--- src/rtl/planificador_demux.sv ---
// planificador_demux: round-robin scheduler in front of the 8-channel byte
// demultiplexer. A one-entry holding buffer takes bytes from the producer.
// Each byte is steered to an eligible channel (enabled and ready), either by
// round-robin from a rotating pointer or to a fixed channel. A byte that waits
// LIMITE edges with no eligible channel is discarded and counted.
module planificador_demux #(
  parameter int LIMITE = 16  // legal range 1..255
) (
  input  logic        reloj,
  input  logic        reset,
  input  logic [7:0]  dato_in,
  input  logic        valido_in,
  output logic        listo_out,
  input  logic [7:0]  listo_canal,
  input  logic [7:0]  habilitado,
  input  logic        modo_fijo,
  input  logic [2:0]  canal_fijo,
  output logic [2:0]  sel,
  output logic [7:0]  dato_out,
  output logic [7:0]  valido_out,
  output logic        descartado,
  output logic [15:0] cuenta_ok,
  output logic [7:0]  cuenta_desc
);

  // Wait-counter value at which a stalled byte is given up on.
  localparam logic [7:0] LIMITE_M1 = 8'(LIMITE - 1);

  // Holding buffer, pointer and wait counter.
  logic [7:0]  buf_q, buf_d;
  logic        lleno_q, lleno_d;
  logic [2:0]  ptr_q, ptr_d;
  logic [7:0]  espera_q, espera_d;

  // Registered outputs toward the demultiplexer and the status counters.
  logic [2:0]  sel_q, sel_d;
  logic [7:0]  dato_out_q, dato_out_d;
  logic [7:0]  valido_out_q, valido_out_d;
  logic        descartado_q, descartado_d;
  logic [15:0] cuenta_ok_q, cuenta_ok_d;
  logic [7:0]  cuenta_desc_q, cuenta_desc_d;

  // Combinational channel selection.
  logic [7:0]  elegible_s;
  logic        encontrado_s;
  logic [2:0]  canal_s;
  logic [2:0]  idx_s;
  logic        vence_s;
  logic        acepta_s;

  // Pick the destination channel: fixed channel if eligible, else the first
  // eligible channel at or after the round-robin pointer.
  always_comb begin
    elegible_s   = habilitado & listo_canal;
    encontrado_s = 1'b0;
    canal_s      = 3'd0;
    idx_s        = 3'd0;
    if (modo_fijo) begin
      if (elegible_s[canal_fijo]) begin
        encontrado_s = 1'b1;
        canal_s      = canal_fijo;
      end else begin
        encontrado_s = 1'b0;
      end
    end else begin
      for (int i = 0; i < 8; i++) begin
        idx_s = ptr_q + 3'(i);
        if (!encontrado_s && elegible_s[idx_s]) begin
          encontrado_s = 1'b1;
          canal_s      = idx_s;
        end else begin
          encontrado_s = encontrado_s;
        end
      end
    end
  end

  // Drop condition and producer handshake; a delivery or a drop frees the
  // buffer on the same edge, so a new byte can be taken back-to-back.
  always_comb begin
    vence_s   = lleno_q & ~encontrado_s & (espera_q == LIMITE_M1);
    listo_out = ~lleno_q | encontrado_s | vence_s;
    acepta_s  = valido_in & listo_out;
  end

  // Next-state logic: deliver, wait or drop the buffered byte, then accept.
  always_comb begin
    buf_d         = buf_q;
    lleno_d       = lleno_q;
    ptr_d         = ptr_q;
    espera_d      = espera_q;
    sel_d         = sel_q;
    dato_out_d    = dato_out_q;
    valido_out_d  = 8'h00;
    descartado_d  = 1'b0;
    cuenta_ok_d   = cuenta_ok_q;
    cuenta_desc_d = cuenta_desc_q;

    if (lleno_q && encontrado_s) begin
      sel_d        = canal_s;
      dato_out_d   = buf_q;
      valido_out_d = 8'h01 << canal_s;
      lleno_d      = 1'b0;
      espera_d     = 8'd0;
      cuenta_ok_d  = cuenta_ok_q + 16'd1;
      if (!modo_fijo) begin
        ptr_d = canal_s + 3'd1;
      end else begin
        ptr_d = ptr_q;
      end
    end else if (lleno_q) begin
      if (vence_s) begin
        lleno_d      = 1'b0;
        espera_d     = 8'd0;
        descartado_d = 1'b1;
        if (cuenta_desc_q != 8'hFF) begin
          cuenta_desc_d = cuenta_desc_q + 8'd1;
        end else begin
          cuenta_desc_d = cuenta_desc_q;
        end
      end else begin
        espera_d = espera_q + 8'd1;
      end
    end else begin
      espera_d = 8'd0;
    end

    if (acepta_s) begin
      buf_d   = dato_in;
      lleno_d = 1'b1;
    end else begin
      buf_d = buf_d;
    end
  end

  // State and output registers with asynchronous reset.
  always_ff @(posedge reloj or posedge reset) begin
    if (reset) begin
      buf_q         <= 8'h00;
      lleno_q       <= 1'b0;
      ptr_q         <= 3'd0;
      espera_q      <= 8'd0;
      sel_q         <= 3'd0;
      dato_out_q    <= 8'h00;
      valido_out_q  <= 8'h00;
      descartado_q  <= 1'b0;
      cuenta_ok_q   <= 16'h0000;
      cuenta_desc_q <= 8'h00;
    end else begin
      buf_q         <= buf_d;
      lleno_q       <= lleno_d;
      ptr_q         <= ptr_d;
      espera_q      <= espera_d;
      sel_q         <= sel_d;
      dato_out_q    <= dato_out_d;
      valido_out_q  <= valido_out_d;
      descartado_q  <= descartado_d;
      cuenta_ok_q   <= cuenta_ok_d;
      cuenta_desc_q <= cuenta_desc_d;
    end
  end

  assign sel         = sel_q;
  assign dato_out    = dato_out_q;
  assign valido_out  = valido_out_q;
  assign descartado  = descartado_q;
  assign cuenta_ok   = cuenta_ok_q;
  assign cuenta_desc = cuenta_desc_q;

endmodule

--- config.mk ---
export PLATFORM = sky130hd
export DESIGN_NAME = planificador_demux
export DESIGN_NICKNAME = d
export VERILOG_FILES = /design/src/rtl/planificador_demux.sv
export SDC_FILE = /design/constraint.sdc
export NUM_CORES = 1
export LEC_CHECK = 0
export BUFFER_PORTS_ARGS = -buffer_cell sky130_fd_sc_hd__buf_2
export CELL_PAD_IN_SITES_DETAIL_PLACEMENT = 0
export CELL_PAD_IN_SITES_GLOBAL_PLACEMENT = 1
export CORE_MARGIN = 3
export CORE_UTILIZATION = 35
export DETAILED_ROUTE_END_ITERATION = 6
export GPL_TIMING_DRIVEN = 0
export PLACE_DENSITY = 0.8
export SYNTH_ARGS = -nofsm -noshare
export SYNTH_HDL_FRONTEND = slang
export SYNTH_SLANG_ARGS = --single-unit
--- constraint.sdc ---
create_clock -name reloj -period 4.2 [get_ports reloj]
set_input_delay 0.42 -clock reloj [delete_from_list [all_inputs] [get_ports reloj]]
set_output_delay 0.42 -clock reloj [all_outputs]
set_load 0.1 [all_outputs]
==> results of run 1 <==
## synth_stat cells (2+ instances only)
cell,n,area (um2)
nand2b_1,4,25.02
a31o_2,2,17.52
mux4_1,3,78.83
nor4_1,7,43.79
nor2_1,34,127.6
xnor2_1,10,87.58
nand4b_1,2,17.52
or3_1,2,12.51
nand2_1,74,277.8
a2111oi_0,2,17.52
nor3_1,7,35.03
nand3_1,20,100.1
o211ai_1,2,15.01
a221oi_1,2,17.52
ha_1,10,125.1
a311o_1,2,20.02
nor2b_1,2,12.51
a21oi_1,4,20.02
clkbuf_1,7,26.28
xor2_1,18,157.7
mux2i_1,8,80.08
mux4_2,10,225.2
o21ai_0,15,75.07
nor4_2,2,25.02
nand4_1,5,31.28
dfrtp_1,64,1602
and3_1,6,37.54
o31ai_1,2,15.01
buf_6,2,22.52
mux2_2,15,168.9
and2_1,11,68.82
inv_1,12,45.04
## kinds of logic after synthesis
group / Yosys count / synth area share
AOI/OAI and AO/OA: 44 / 0.08366
xor gates and xnor gates: 28 / 0.06306
adders and majority gates: 10 / 0.03218
buffers and inverters: 24 / 0.02863
DFF: 64 / 0.4118
muxes: 37 / 0.1461
and+or+nand+nor: 184 / 0.2346
## metrics by stage
step / std cells / utilization / hold WS, ns / total power [W] / setup slack (ns)
6_report: 619 / 0.4405 / 0.1533 / 0.003358 / 0.2968
5_1_grt: 619 / 0.4405 / 0.1933 / 0.003573 / 0.06770
4_1_cts: 618 / 0.4381 / 0.1621 / 0.003337 / 0.02736
3_5_place_dp: 602 / 0.4215 / 0.4527 / 0.002862 / 0.08386
3_3_place_gp: 601 / 0.4196 / 0.4428 / 0.002832 / 0.1765
2_1_floorplan: 391 / - / 0.4329 / 0.002486 / 0.6139
## repair_timing
item	4_1_cts	5_1_grt
endpoints found under the setup margin	0	6
setup buffers	0	1
gates resized for setup	0	6
## metal layers
metal	vias to the layer above	wire, um
met2	82	4339
met3	17	504
met5	-	0
li1	1566	-
met1	1525	4154
met4	0	204
## layout make-up
| class | count | area (um2) | share of cell area |
|---|---|---|---|
| multi-input cells | 303 | 2191 | 0.4712 |
| plain buffers | 10 | 53.80 | 0.01157 |
| flip-flops and latches | 64 | 1602 | 0.3445 |
| well taps | 136 | 170.2 | 0.03660 |
| clock buffers | 12 | 145.1 | 0.03122 |
| repair buffers | 76 | 400.4 | 0.08611 |
| clock inverters | 4 | 30.03 | 0.006459 |
| inverters | 14 | 57.56 | 0.01238 |
## how the worst max path moves through the flow
stage | start | slack [ns] | endpoint | depth (start not counted)
5_1_grt | ptr_q[1] | 0.07 | listo_out | 9
6_report | ptr_q[1] | 0.30 | listo_out | 9
3_5_place_dp | ptr_q[1] | 0.08 | ptr_q[2] | 12
3_3_place_gp | ptr_q[1] | 0.18 | ptr_q[2] | 12
4_1_cts | ptr_q[1] | 0.03 | listo_out | 9
2_1_floorplan | ptr_q[1] | 0.61 | buf_q[0] | 9
## power by group through the flow
| stage | sequential [W] | combinational [W] | clock [W] |
|---|---|---|---|
| after floorplan | 0.00153 | 0.000958 | 0 |
| after global placement | 0.000854 | 0.00198 | 0 |
| after detailed placement | 0.000861 | 0.00200 | 0 |
| after CTS | 0.000850 | 0.00201 | 0.000479 |
| after global routing | 0.000869 | 0.00219 | 0.000515 |
| final | 0.000848 | 0.00205 | 0.000465 |
## critical path, cell delays in order, from the launching register on
cell	delay, ns
dfrtp_1	0.44
clkinv_1	0.26
ha_2	0.51
inv_1	0.16
mux4_2	0.43
mux2i_1	0.40
nor4_4	0.12
a21o_4	0.26
nand3_2	0.19
clkbuf_4	0.38
## flip-flops by register name (all words and copies together) (netlist names)
name and cells:
cuenta_desc 8, sel 3, descartado 1, cuenta_ok 16, buf_q 8, ptr_q 3, lleno_q 1, valido_out 8
dato_out 8, espera_q 8
==> impl_metrics.ini, run 1 <==
[power]
switching_share = 0.5311
p_int_w = 0.001575
leakage_nw = 2.227
ir_drop_mv = 0.5005
powerDensity_nw_per_um2 = 722.2
p_clk_frac = 0.139
seqPwrFrac = 0.252
pwr-share-comb = 0.609
switchingPower_w = 0.001783

[yosys]
yosysUniqueCellTypes = 57
seq_area_frac_synth = 0.4118
syn_nets = 432
syn_area_um2 = 3889
yosys_warnings = 0
synth.avg_cell_area_um2 = 9.946
synth-seq-cells = 64
netlist_instances = 391
ys.flop_type = dfrtp_1
synth_edf_count = 0
async_flop_share = 1.000

[drt]
drt_pass1_iterations = 4
drc = 0
vias_per_cell = 5.153
wirelength_um = 9201
ant_nets = 0
drtIter0Drc = 135
wire_per_inst_um = 14.86
vias = 3190

[clock_tree]
htree_levels = 3
clock_path_buffers = 2
numCtsBuffers = 9
clkTransAtPathRegs_ns = 0.08
hold_buffers = 0
clock-sinks = 64
cts_tree = done
worstSkewPairLatency_ns = 0.34
clock-root-buffer = clkbuf_8

[final_layout]
final_cell_mix = nand2_1, buf_2, dfrtp_1
drive_gt1_frac = 0.2836
syn_to_final_growth_pct = 19.56
fillers = 1043
diodes = 0
nets = 519
final_area_um2 = 4649

[global_routing]
busiest_layer = met2
gr-usage-met3 = 0.03913
grtUsageMet2 = 0.2380
grt_pass1_vias = 3150
met1_usage = 0.1994
antenna_found_initial = 0
grt_start_max_net_pins = 37
grt_pass1_wl_um = 15530
overflow = 0
grt_usage = 0.1510

[timing]
layout_min_cycle_time_ns = 3.903
maxSlewViolCount = 0
min_period_over_period = 0.9293
hold_viol_final = 0
rsz0062_at_grt = no
max_freq_ghz = 0.2562
relSlewSlack = 0.5721
fin_worst_skew_ns = 0.01203
fin_tns_setup_ns = 0
worst_pin_slew_ns = 0.6359
setup_viol = 0

[floorplan]
initial_core_util = 0.3684
core-area_um2 = 10560
rows = 37
pin_count = 76
die_y_um = 111.4
die_x_um = 111.4
die_area_um2 = 12410

[place]
hpwl_um = 7100
portBuffers = 74
gp_congestion = 0.9058
dpl_cell_area_um2 = 4449

[worst_setup_path]
cp-start-kind = flip-flop
critical_path_peak_fanout = 8
r2r_slack_ns = 0.30
reg2reg_to = ptr_q[2]
r2r_cells = 11
cp.arrival_ns = 3.48
cp.required_ns = 3.78
timing.rr.start = ptr_q[1]
crit_path_end_kind = output pin
path_class = reg -> out

[outcome]
status = finished clean

[hold_path]
min_path_type = in -> async

[job]
maxCapViolations = 0
Note: power is estimated with default switching activity, not from simulation.
==> inputs of run 2 (changes only) <==
Settings changed: PLACE_DENSITY 0.8 to 0.82.
Clock period 4.2 ns to 3.4 ns, I/O delays scaled along.
==> impl_metrics.ini, run 2 (same netlist as run 1, synthesis figures left out) <==
[clock_tree]
hold_buffers = 0
clkTransAtPathRegs_ns = 0.07
htree_levels = 3
clock-sinks = 64
worstSkewPairLatency_ns = 0.33
cts_tree = done
clock-root-buffer = clkbuf_8
clock_path_buffers = 2
numCtsBuffers = 9

[power]
powerDensity_nw_per_um2 = 937.0
total_power_w = 0.004592
leakage_nw = 2.323
ir_drop_mv = 0.6242

[global_routing]
grt_pass1_vias = 3213
grt_start_max_net_pins = 35
overflow = 0
grt_usage = 0.1526
antenna_found_initial = 0
grt_pass1_wl_um = 15750

[place]
hpwl_um = 7022
gp_congestion = 0.8644
portBuffers = 74

[floorplan]
die_x_um = 111.4
initial_core_util = 0.3684
core-area_um2 = 10560
die_y_um = 111.4
die_area_um2 = 12410
pin_count = 76
rows = 37

[final_layout]
mostFrequentLayoutCell = buf_2
multi_input_area_um2 = 2303
diodes = 0
nets = 529
final_util = 0.4643
final_cell_mix = buf_2, nand2_1, dfrtp_1
drive_gt1_frac = 0.3252
seqCellArea_um2 = 1603
fillers = 1027
largest_reg_flops = 16
syn_to_final_growth_pct = 26.03

[timing]
fin_tns_setup_ns = 0
min_period_over_period = 0.9679
worst_pin_slew_ns = 0.6593
hold_viol_final = 0
layout_min_cycle_time_ns = 3.291
max_freq_ghz = 0.3039
fin_worst_skew_ns = 0.01114
maxSlewViolCount = 0
setup_viol = 0
relSlewSlack = 0.5598

[outcome]
status = finished clean

[worst_setup_path]
critPathCapture = ptr_q[2]
cp.arrival_ns = 3.51
path_class = reg -> reg
crit_path_end_kind = flip-flop
r2r_cells = 12
reg2reg_to = ptr_q[2]
startpoint = ptr_q[0]
critical_path_peak_fanout = 10
slowest_stage = mux4_2
cp.required_ns = 3.62
cp-start-kind = flip-flop
path_cells = buf_6, buf_6, nand3_1, o21ai_0, mux4_2, nor4_4, a211oi_1, a311o_1, nand2_2, ha_4, ha_1, mux2_2
crit_top_cell = buf_6
timing.rr.start = ptr_q[0]
slowest_delay_ns = 0.63
r2r_slack_ns = 0.11

[drt]
vias_per_cell = 5.209
vias = 3271
drt_pass1_iterations = 4
ant_nets = 0
drtIter0Drc = 247
wire_per_inst_um = 15.06
wirelength_um = 9456
drc = 0

[hold_path]
min_path_type = in -> async

[job]
maxCapViolations = 0
run 2: cell types whose count changed in the layout (fill, tap and decap cells not counted), moves of 2 or more:
cell       previous run  this run
clkbuf_1              9         5
clkinv_4              2         0
buf_4                 1        12
bufinv_16             0         2
clkbuf_2              0         2
inv_4                 0         2
mux2i_4               0         2
ha_4                  0         2
mux2i_1               7         5
run 2: worst min path at each step:
stage / startpoint / end / slack (ns)
finish: reset / dato_out[3] / 0.11
detailed placement: buf_q[4] / dato_out[4] / 0.45
CTS: reset / espera_q[6] / 0.11
global placement: buf_q[7] / dato_out[7] / 0.44
floorplan: espera_q[0] / espera_q[0] / 0.43
global route: reset / buf_q[1] / 0.15
run 2: layout make-up:
cell class                      instances  share of cell area
Multi-Input combinational cell        303              0.4700
Sequential cell                        64              0.3270
Timing Repair Buffer                   87             0.09931
Tap cell                              136             0.03472
Clock buffer                           12             0.03166
Clock inverter                          3             0.01328
Inverter                               14             0.01328
Buffer                                  9             0.01072
run 2: worst max-delay path: cells and delay by family (launching register included):
family,cells,cell delay [ns]
muxes,2,0.89
adders and majority gates,2,0.35
buffers and inverters,2,0.30
DFF,1,0.41
and+or+nand+nor,3,0.58
AOI/OAI and AO/OA,3,0.64
run 2: report_power, final:
group / leakage [nW] / internal [W] / total (W) / switching [W]
Sequential: 0.817 / 0.000929 / 0.00107 / 0.000142
Clock: 0.112 / 0.000448 / 0.000725 / 0.000277
Combinational: 1.39 / 0.000902 / 0.00280 / 0.00189
Total: 2.32 / 0.00228 / 0.00459 / 0.00231
run 2: metal layers:
| metal | track usage | wire (um) | up-vias |
|---|---|---|---|
| met5 | 0 | 0 | - |
| met4 | 0.04542 | 89 | 0 |
| met3 | 0.03370 | 436 | 8 |
| met2 | 0.2489 | 4655 | 80 |
| met1 | 0.2046 | 4275 | 1601 |
| li1 | - | - | 1582 |
run 2: per-stage QoR:
stage / setup WS (ns) / hold WS (ns) / cells / cell area [um2]
floorplan: 0.07917 / 0.4329 / 391 / 3896
global placement: -0.6464 / 0.4420 / 601 / 4437
detailed placement: -0.7268 / 0.4466 / 602 / 4457
CTS: 0.002028 / 0.1137 / 619 / 4752
global route: -0.0004696 / 0.1546 / 628 / 4901
finish: 0.1090 / 0.1060 / 628 / 4901
run 2: timing repair:
action	in CTS	in global routing
endpoints found under the setup margin	51	26
buffers inserted	2	10
pin swaps	1	5
gates resized for setup	15	18
hold endpoints to repair	0	0
